===== config.mk =====
export PLATFORM = sky130hd
export DESIGN_NAME = axi_ahb_req_sched
export DESIGN_NICKNAME = d
export VERILOG_FILES = /design/src/rtl/axi_ahb_req_sched.sv
export SDC_FILE = /design/constraint.sdc
export NUM_CORES = 1
export LEC_CHECK = 0
export CORE_MARGIN = 10
export CORE_UTILIZATION = 44
export CTS_CLUSTER_DIAMETER = 60
export DETAILED_ROUTE_END_ITERATION = 12
export HOLD_SLACK_MARGIN = 0.03
export PLACE_DENSITY = 0.91
export SLEW_MARGIN = 20
export SYNTH_ARGS = -nofsm -noshare
export SYNTH_HDL_FRONTEND = slang
export SYNTH_SLANG_ARGS = --single-unit

===== constraint.sdc =====
create_clock -name hclk -period 5.1 [get_ports hclk]
set_clock_uncertainty 0.15 [all_clocks]
set_input_delay 1.02 -clock hclk [delete_from_list [all_inputs] [get_ports hclk]]
set_output_delay 1.02 -clock hclk [all_outputs]
set_load 0.1 [all_outputs]

===== src/rtl/axi_ahb_req_sched.sv =====
// AXI front-end request scheduler for the AXI-to-AHB bridge.
// Round-robin between AW/W and AR, splits bursts into single-beat commands
// for the command/data FIFOs, and bounds in-flight beats with a credit count.
module axi_ahb_req_sched #(
  parameter int OUTST_MAX = 8
) (
  input  logic        hclk,
  input  logic        hresetn,
  input  logic        awvalid,
  output logic        awready,
  input  logic [31:0] awaddr,
  input  logic [8:0]  awid,
  input  logic [2:0]  awsize,
  input  logic [7:0]  awlen,
  input  logic [1:0]  awburst,
  input  logic        wvalid,
  output logic        wready,
  input  logic [63:0] wdata,
  input  logic        wlast,
  input  logic        arvalid,
  output logic        arready,
  input  logic [31:0] araddr,
  input  logic [8:0]  arid,
  input  logic [2:0]  arsize,
  input  logic [7:0]  arlen,
  input  logic [1:0]  arburst,
  output logic        cmd_w_en,
  output logic [31:0] cmd_addr,
  output logic        cmd_write,
  output logic [8:0]  cmd_id,
  output logic [2:0]  cmd_size,
  input  logic        cmd_fifo_full,
  output logic        data_w_en,
  output logic [63:0] cmd_data,
  input  logic        data_fifo_full,
  input  logic        beat_done,
  output logic        busy,
  output logic        proto_err
);

  localparam int CW = $clog2(OUTST_MAX + 1);

  typedef enum logic [1:0] {IDLE, WR_BURST, RD_BURST} state_t;

  // Fields captured at address accept; addr advances per beat.
  typedef struct packed {
    logic [31:0] addr;
    logic [8:0]  id;
    logic [2:0]  size;
    logic [7:0]  len;
    logic [1:0]  burst;
  } burst_t;

  state_t        state_q, state_d;
  logic          prio_wr_q;
  burst_t        bq;
  logic [7:0]    beats_left_q;
  logic [CW-1:0] outst_q, outst_d;
  logic          busy_q, perr_q, perr_d;

  logic aw_rdy, ar_rdy, w_rdy, beat, wr_beat, aw_hs, ar_hs, credit_ok, last_beat;

  // Address of the beat after the current one (FIXED / INCR / WRAP; reserved acts as INCR).
  function automatic logic [31:0] next_addr(input burst_t b);
    logic [31:0] step, len_bytes, mask;
    step      = 32'd1 << b.size;
    len_bytes = ({24'd0, b.len} + 32'd1) << b.size;
    mask      = len_bytes - 32'd1;
    case (b.burst)
      2'b00:   next_addr = b.addr;
      2'b10:   next_addr = (b.addr & ~mask) | ((b.addr + step) & mask);
      default: next_addr = b.addr + step;
    endcase
  endfunction

  assign credit_ok = (outst_q < CW'(OUTST_MAX));
  assign last_beat = (beats_left_q == 8'd0);
  assign aw_hs     = aw_rdy & awvalid;
  assign ar_hs     = ar_rdy & arvalid;

  // Next-state, arbitration and beat strobes.
  always_comb begin
    state_d = state_q;
    aw_rdy  = 1'b0;
    ar_rdy  = 1'b0;
    w_rdy   = 1'b0;
    beat    = 1'b0;
    wr_beat = 1'b0;
    case (state_q)
      IDLE: begin
        aw_rdy = awvalid & (~arvalid | prio_wr_q);
        ar_rdy = arvalid & (~awvalid | ~prio_wr_q);
        if (aw_rdy)      state_d = WR_BURST;
        else if (ar_rdy) state_d = RD_BURST;
      end
      WR_BURST: begin
        w_rdy   = ~cmd_fifo_full & ~data_fifo_full & credit_ok;
        wr_beat = wvalid & w_rdy;
        beat    = wr_beat;
        if (beat && last_beat) state_d = IDLE;
      end
      RD_BURST: begin
        beat = ~cmd_fifo_full & credit_ok;
        if (beat && last_beat) state_d = IDLE;
      end
      default: state_d = IDLE;
    endcase
  end

  // Credit count and error detection, next values.
  always_comb begin
    outst_d = outst_q;
    if (beat && !(beat_done && outst_q != '0)) outst_d = outst_q + 1'b1;
    else if (!beat && beat_done && outst_q != '0) outst_d = outst_q - 1'b1;
    perr_d = (aw_hs && awburst == 2'b11) || (ar_hs && arburst == 2'b11) ||
             (wr_beat && (wlast != last_beat)) || (beat_done && outst_q == '0);
  end

  // FSM state register.
  always_ff @(posedge hclk or negedge hresetn) begin
    if (!hresetn) state_q <= IDLE;
    else          state_q <= state_d;
  end

  // Burst context, priority, credits and registered status.
  always_ff @(posedge hclk or negedge hresetn) begin
    if (!hresetn) begin
      prio_wr_q    <= 1'b1;
      bq           <= '0;
      beats_left_q <= '0;
      outst_q      <= '0;
      busy_q       <= 1'b0;
      perr_q       <= 1'b0;
    end else begin
      if (aw_hs) begin
        bq           <= '{addr: awaddr, id: awid, size: awsize, len: awlen, burst: awburst};
        beats_left_q <= awlen;
        prio_wr_q    <= 1'b0;
      end else if (ar_hs) begin
        bq           <= '{addr: araddr, id: arid, size: arsize, len: arlen, burst: arburst};
        beats_left_q <= arlen;
        prio_wr_q    <= 1'b1;
      end else if (beat && !last_beat) begin
        beats_left_q <= beats_left_q - 8'd1;
        bq.addr      <= next_addr(bq);
      end
      outst_q <= outst_d;
      busy_q  <= (state_d != IDLE) || (outst_d != '0);
      perr_q  <= perr_d;
    end
  end

  // Outputs are held low throughout reset, including the combinational ones.
  assign awready   = hresetn & aw_rdy;
  assign arready   = hresetn & ar_rdy;
  assign wready    = hresetn & w_rdy;
  assign cmd_w_en  = hresetn & beat;
  assign data_w_en = hresetn & wr_beat;
  assign cmd_write = hresetn & (state_q == WR_BURST);
  assign cmd_addr  = (hresetn && state_q != IDLE) ? bq.addr : 32'd0;
  assign cmd_id    = (hresetn && state_q != IDLE) ? bq.id   : 9'd0;
  assign cmd_size  = (hresetn && state_q != IDLE) ? bq.size : 3'd0;
  assign cmd_data  = (hresetn && wr_beat) ? wdata : 64'd0;
  assign busy      = busy_q;
  assign proto_err = perr_q;

endmodule

Word-level counts from Yosys, hierarchy flattened

Cells that the tools add are included.

Shift-type cells: 2
Bitwise gates (word level): 25
Muxes and demuxes: 26
Equality and inequality tests: 7
Order comparisons: 1
Reduce and logical (&&, ||, !) cells: 31
Add/sub/neg operators: 6

Operator list:

| cell                                               | number |
|---|---|
| two-way mux 32 bit                                 | 3 |
| bitwise AND 32 bit                                 | 2 |
| two-way mux 64 bit                                 | 1 |
| one-hot mux 32 bit (2 select lines)                | 1 |
| two-way mux 54 bit                                 | 1 |
| adder 32 bit                                       | 1 |
| inverter 32 bit                                    | 1 |
| bitwise OR 32 bit                                  | 1 |
| << shifter 1 x 3 -> 32 bit, first input constant   | 1 |
| << shifter 9 x 3 -> 32 bit                         | 1 |
| subtractor 32 x 1 -> 32 bit, second input constant | 1 |
| two-way mux 8 bit                                  | 3 |
| two-way mux 22 bit                                 | 1 |
| bitwise AND 1 bit                                  | 14 |
| logical AND 1 bit                                  | 13 |
| adder 8 x 1 -> 9 bit, second input constant        | 1 |
| two-way mux 9 bit                                  | 1 |
| equality test 2 bit, second input constant         | 4 |
| zero test 8 bit                                    | 1 |
| two-way mux 2 bit                                  | 4 |
| two-way mux 4 bit                                  | 2 |
| nonzero test 4 bit                                 | 2 |
| subtractor 8 x 1 -> 8 bit, second input constant   | 1 |
| two-way mux 1 bit                                  | 6 |
| 18 further kinds                                   | 31 |

Word-level logic and storage cells: 109
Register bits: 71
Input port bits: 181

Depth between registers and ports, before layout

Gate-level depths: netlist of run 1.

Depth in word-level cells: 12
Depth in mapped cells: 17
Gate-level depth less buffers: 15

Worst setup path before layout of run 1

No wires, ideal clock.

Kind: input-to-output
From: input hresetn
To: output cmd_data[54]
Data required time: 3,930 ps
Slack: 1 ps
Arrival: 3,929 ps
Cell stages on the path: 5
Cells stage by stage: and2_1 nand2_1 nor2_1 clkbuf_1 and2_1

Longest elaborated chain between the ends: 2

RTL lines:

| what               | line | RTL |
|---|---|---|
| start: declaration | 8    | `input logic hresetn,` |
| logical AND 1 bit  | 163  | `assign cmd_data = (hresetn && wr_beat) ? wdata : 64'd0;` |
| two-way mux 64 bit | 163  |  |
| end: declaration   | 34   | `output logic [63:0] cmd_data,` |

Every way passes these cells.

==> summary.txt, run 1 <==
Worst hold path
  • HP Class: reg2reg

Synth
  • Synth area leader: dfrtp_1
  • Synth Instances: 926
  • EDFF count, synth: 0
  • Yosys warnings: 0
  • Main synth FF type: dfrtp_1
  • Seq cells post-synth: 71
  • Post-Syn Nets: 1126
  • Top cell type's share of synthesized area: 25.6%
  • Sequential cell area fraction in the yosys report: 26.0%
  • Async S/R FF share, synth: 100%
  • Netlist Area Pre-Place: between 6000 and 7000 sq um
  • Avg Cell Area, Syn: 7.38 sq um
  • Synth top area cells: dfrtp_1 (26%), and2_1 (6.1%), nor2_1 (5.4%), nand2_1 (5.2%), and3_1 (3.7%)
  • Yosys cell types: between 70 and 80

GRT
  • Pin count of the biggest net entering global routing: 66
  • Vias in the first global route: 8429
  • Initial antenna violation count: 1
  • Total GRT Usage: 30.2%
  • First-pass GRT wire length: 48800 um
  • Gr ovfl total: 0

Worst setup path
  • Critical Path Start Type: register
  • Critical path class: reg2reg
  • FF-to-FF Start: bq[2]$_DFFE_PN0N_
  • Worst path required time: 5220 ps
  • Reg2Reg Setup Slack: between 700 and 800 ps
  • Slowest cell on crit path: dfrtp_1
  • Critical Path Sink Type: register
  • Critical path, cell by cell: ha_1, xor2_1, o221a_2, and2_1, o32a_1, a2111o_1, nor3_4, nand2_1, a21oi_1, ha_1, nor2_1, o21ai_0, o21ai_0, o22ai_1
  • Worst R2R Path Depth: 14
  • Critical Path Max Stage Delay: 650 ps
  • WP data arrival: 4450 ps
  • Max Fanout on Critical Path: 15
  • Worst Setup SP: bq[2]$_DFFE_PN0N_

Clocking
  • Resized cells post-CTS: 0
  • Clock sink total: 71
  • Root Driver: clkbuf_16
  • CTS Buf Count: 9
  • Worst skew pair latency: 360 ps
  • CTS tree: yes
  • CTS H-tree depth: 3
  • Clock-pin slew on the worst setup and hold paths: 60 ps
  • Postcts setup bufs: 0
  • Clock Path Buffers: 2
  • Hold_buf cts: 0

Job
  • Max Cap Viol: 0

Drt
  • Vias per std cell: 6.31
  • Post-DRT Antenna Nets: 0
  • Routed len/inst: about 23 um
  • DRT iter0 DRCs: 1087
  • Pre-antenna DRT Iters: 6
  • DRC: 0
  • Via count: just under 9000
  • Post-Route WL: 32400 um

Timing
  • RSZ-0062 raised after global routing: no
  • Tmin final: 4330 ps
  • Fmax achieved: ~230 MHz
  • Rel. slew slack: between 30 and 40%
  • Final Max Tran Viols: 0
  • Final setup fails: 0
  • Final hold violations: 0
  • Final period util: 84.9%
  • Setup TNS: 0 ps
  • Worst-Margin Slew: about 1000 ps

Layout
  • Area of the multi-input gates: roughly 4700 sq um
  • Register area: 1780 sq um
  • Layout area overhead: 57.9%
  • Fill cell count: 1152
  • Final non-filler cell area: 10800 sq um
  • Layout net count: 1385
  • Layout cells sized above 1: 15.3%

Placement
  • Placed wire-length estimate: approximately 26000 um
  • Input/output buffers: 296
  • DP Area: 10500 sq um
  • Gpl congestion: 0.952

Floorplanning
  • Core footprint: 15200 sq um
  • Row cnt: 45
  • IO Count: 297
  • Chip height: 145 um
  • DIE WIDTH: ~140 um
  • DIE AREA: 20900 sq um
  • Starting Density: 44.9%

Power and ir drop
  • Pwr dens: 579 nW/um^2
  • Static leakage: approximately 4.5 nW
  • VDD IR max: roughly 0.00028 V

Status
  • Status: complete, no violations
## logic make-up after synthesis
group | share of synthesized area (%)
muxes | 0.788
DFF | 26.0
buffers and inverters | 5.90
adders and majority gates | 3.59
AOI/OAI and AO/OA | 28.3
xor gates and xnor gates | 3.72
and+or+nand+nor | 31.6
## cell usage after synthesis, types with 28 or more instances
master	instances
clkbuf_1	48
a31oi_1	28
dfrtp_1	70
o21ai_0	36
a21oi_1	48
and2_1	67
inv_1	34
nor3_1	29
nor2_1	99
and3_1	40
nand2_1	95
nand3_1	34
## critical path, delay by kind of cell, from the launching register on
family	cells	cell delay [ps]
flip-flops	1	650
adder cells (fa/ha/maj)	2	630
AND/OR/NAND/NOR	4	780
XOR/XNOR	1	270
AO/OA/AOI/OAI	7	1790
## metrics by stage
| stage | utilization (%) | hold slack, ps | power, mW | cells | setup slack, ps |
|---|---|---|---|---|---|
| CTS | 70.9 | 317 | 6.15 | 1378 | 848 |
| global placement | 68.8 | 305 | 5.34 | 1362 | 964 |
| detailed placement | 68.8 | 306 | 5.41 | 1362 | 880 |
| floorplan | - | 294 | 4.26 | 926 | 1.40 |
| finish | 70.9 | 316 | 6.24 | 1379 | 768 |
| global route | 70.9 | 345 | 6.62 | 1379 | 453 |
## layout make-up
class / instances / area share [%]
Inverter: 35 / 1.22
Clock inverter: 6 / 0.847
Tap cell: 188 / 2.18
Sequential cell: 71 / 16.5
Timing Repair Buffer: 317 / 33.8
Clock buffer: 10 / 2.22
Multi-Input combinational cell: 751 / 43.2
Antenna cell: 1 / 0.0232
## layout by cell type (no fill, tap or decap), drive strengths merged, types with 18 or more instances in the layout
cell	netlist	layout
clkdlybuf4s50	0	181
buf	21	136
nor2	99	99
inv	35	36
ha	18	18
nand3	35	35
a21oi	48	48
nand2	95	95
nor3	30	30
xnor2	23	23
dfrtp	70	70
a31oi	28	28
and2	67	67
and3	40	40
o21ai	38	38
## per-layer routing
layer,wire length [um],global-route usage (%)
met2,16200,51.6
met5,0,0
met3,4120,11.9
met4,943,8.67
met1,11100,34.1
## how the worst min path moves through the flow
stage / startpoint / endpoint / slack, ps / depth (start not counted)
global placement: prio_wr_q$_DFFE_PN1N_ / prio_wr_q$_DFFE_PN1N_ / 310 / 2
detailed placement: prio_wr_q$_DFFE_PN1N_ / prio_wr_q$_DFFE_PN1N_ / 310 / 2
global route: prio_wr_q$_DFFE_PN1N_ / prio_wr_q$_DFFE_PN1N_ / 340 / 2
finish: prio_wr_q$_DFFE_PN1N_ / prio_wr_q$_DFFE_PN1N_ / 320 / 2
floorplan: prio_wr_q$_DFFE_PN1N_ / prio_wr_q$_DFFE_PN1N_ / 290 / 2
CTS: prio_wr_q$_DFFE_PN1N_ / prio_wr_q$_DFFE_PN1N_ / 320 / 2
## report_power, final
group / switching (mW) / internal, mW / total (mW)
registers: 0.359 / 0.844 / 1.20
logic: 2.86 / 1.45 / 4.31
clock network: 0.287 / 0.444 / 0.731
total: 3.51 / 2.73 / 6.24
Note: power is estimated with default switching activity, not from simulation.
==> run 2: changes to the inputs <==
- clock period: 5.1 -> 4.3 ns (I/O delays scaled with it)
==> run 2 against run 1 <==
  * Wire length shrank 0.74%
  * Sequential share of layout area shrank 0.25 points
  * Power grew 20%
  * First-iteration DRC count shrank 8.4%
  * Register-to-register slack lost 430 ps
==> summary.txt, run 2 (synthesis results as in run 1) <==
Worst setup path
  • WP data arrival: about 4100 ps
  • Critical path, cell by cell: ha_1, xor2_1, o221a_2, and2_1, o32a_1, a2111o_1, or3_1, o41ai_1, o21ai_1, o211ai_2
  • Critical Path Max Stage Delay: 580 ps
  • Critical Path Start Type: register
  • Slowest cell on crit path: or3_1
  • Max Fanout on Critical Path: 9
  • Critical Path Sink Type: register
  • Critical path class: reg2reg
  • Worst R2R Path Depth: 10
  • Worst path required time: 4430 ps

Timing
  • Rel. slew slack: about 32%
  • Final period util: 92.1%
  • Tmin final: roughly 4000 ps
  • RSZ-0062 raised after global routing: no
  • Final setup fails: 0
  • Fmax achieved: 252 MHz
  • Final Max Tran Viols: 0
  • Final hold violations: 0
  • Setup TNS: 0 ps
  • Worst-Margin Slew: 1010 ps

Floorplanning
  • Row cnt: 45
  • Chip height: 145 um
  • Core footprint: 15200 sq um
  • IO Count: 297
  • DIE WIDTH: approximately 140 um
  • DIE AREA: around 21000 sq um
  • Starting Density: roughly 45%

Power and ir drop
  • Psw: roughly 4.2 mW
  • Clk pwr share: 11.8%
  • Comb pwr share: 69.7%
  • Register share of total power: a little under a fifth
  • Static leakage: 4.61 nW
  • Switching Share: 55.4%
  • Pwr dens: 686 nW/um^2
  • VDD IR max: 0.000414 V
  • Int Pwr: 3.35 mW

Clocking
  • CTS Buf Count: 9
  • Clock sink total: between 70 and 80
  • Clock Path Buffers: 2
  • CTS H-tree depth: 3
  • Postcts setup bufs: 0
  • Root Driver: clkbuf_16
  • Resized cells post-CTS: 0
  • Worst skew pair latency: between 300 and 400 ps
  • Clock-pin slew on the worst setup and hold paths: 60 ps
  • CTS tree: yes
  • Hold_buf cts: 0

Layout
  • Layout cells sized above 1: 15.8%
  • Leading cell type in the layout, fill and taps excluded: clkdlybuf4s50_1
  • Most frequent cells in the layout: clkdlybuf4s50_1 (181), nor2_1 (97), nand2_1 (95)
  • Layout area overhead: 60.3%
  • Layout net count: 1393
  • Final non-filler cell area: 11000 sq um

Drt
  • DRT iter0 DRCs: 996
  • Routed len/inst: 23.1 um
  • Max Used Layer: met4
  • Post-DRT Antenna Nets: 0
  • Met3 routed WL: 3910 um
  • Vias per std cell: 6.24
  • Via count: roughly 8700
  • Pre-antenna DRT Iters: 7
  • Post-Route WL: roughly 32000 um
  • Met2 WL post-DR: 15800 um
  • DRC: 0
  • Wl on met1: 11100 um

GRT
  • Initial antenna violation count: 6
  • Pin count of the biggest net entering global routing: 103
  • Total GRT Usage: roughly 30%
  • Gr ovfl total: 0
  • Vias in the first global route: about 8400
  • First-pass GRT wire length: 48300 um

Placement
  • Gpl congestion: 0.962
  • DP Area: 10600 sq um
  • Input/output buffers: 296
  • Placed wire-length estimate: 25400 um

Worst hold path
  • Hold Path Depth: 2
  • HP Class: reg2reg

Job
  • Max Cap Viol: 0

Status
  • Status: complete, no violations
## run 2: per-stage QoR
stage	total power, mW	worst slack [ps]	instances	hold slack [ps]	utilization [%]
2_1_floorplan	5.05	15.9	926	294	-
3_3_place_gp	6.42	576	1370	305	69.7
3_5_place_dp	6.50	424	1370	319	69.7
4_1_cts	7.41	392	1385	329	71.9
5_1_grt	7.97	115	1392	345	72.0
6_report	7.51	339	1392	332	72.0
## run 2: area by class of cell
cell class,count,area [sq um]
clock inverters,6,110
clock buffers,9,225
flip-flops and latches,71,1780
inverters,35,131
fillers,1136,4250
well taps,188,235
diodes,7,17.5
multi-input cells,751,4660
repair buffers,325,3790
## run 2: power by group through the flow
stage          clock network, mW  logic (mW)  registers (mW)
2_1_floorplan                  0        3.79            1.26
3_3_place_gp                   0        5.06            1.36
3_5_place_dp                   0        5.12            1.37
4_1_cts                    0.885        5.15            1.37
5_1_grt                    0.918        5.62            1.43
6_report                   0.888        5.23            1.39
## run 2: final timing paths
path                                  startpoint                         end  slack, ps
max in group asynchronous                hresetn           bq[4]$_DFFE_PN0N_       3100
max reg2reg                    bq[3]$_DFFE_PN0N_                    register        340
min reg2reg                prio_wr_q$_DFFE_PN1N_       prio_wr_q$_DFFE_PN1N_        330
min                        prio_wr_q$_DFFE_PN1N_       prio_wr_q$_DFFE_PN1N_        330
min in group asynchronous                hresetn  asynchronous set/reset pin        450
max                            bq[3]$_DFFE_PN0N_                    register        340
## run 2: metal layers
| layer | GRT usage (%) | vias up |
|---|---|---|
| li1 | - | 3952 |
| met1 | 33.6 | 4082 |
| met2 | 49.6 | 571 |
| met3 | 11.8 | 84 |
| met4 | 11.4 | 0 |
| met5 | 0 | - |
## run 2: worst max-delay path: cells and delay by family (launching register included)
| kind | cells | cell delay (ps) |
|---|---|---|
| XOR/XNOR | 1 | 260 |
| AND/OR/NAND/NOR | 2 | 740 |
| AO/OA/AOI/OAI | 6 | 1930 |
| flip-flops | 1 | 440 |
| adder cells (fa/ha/maj) | 1 | 370 |
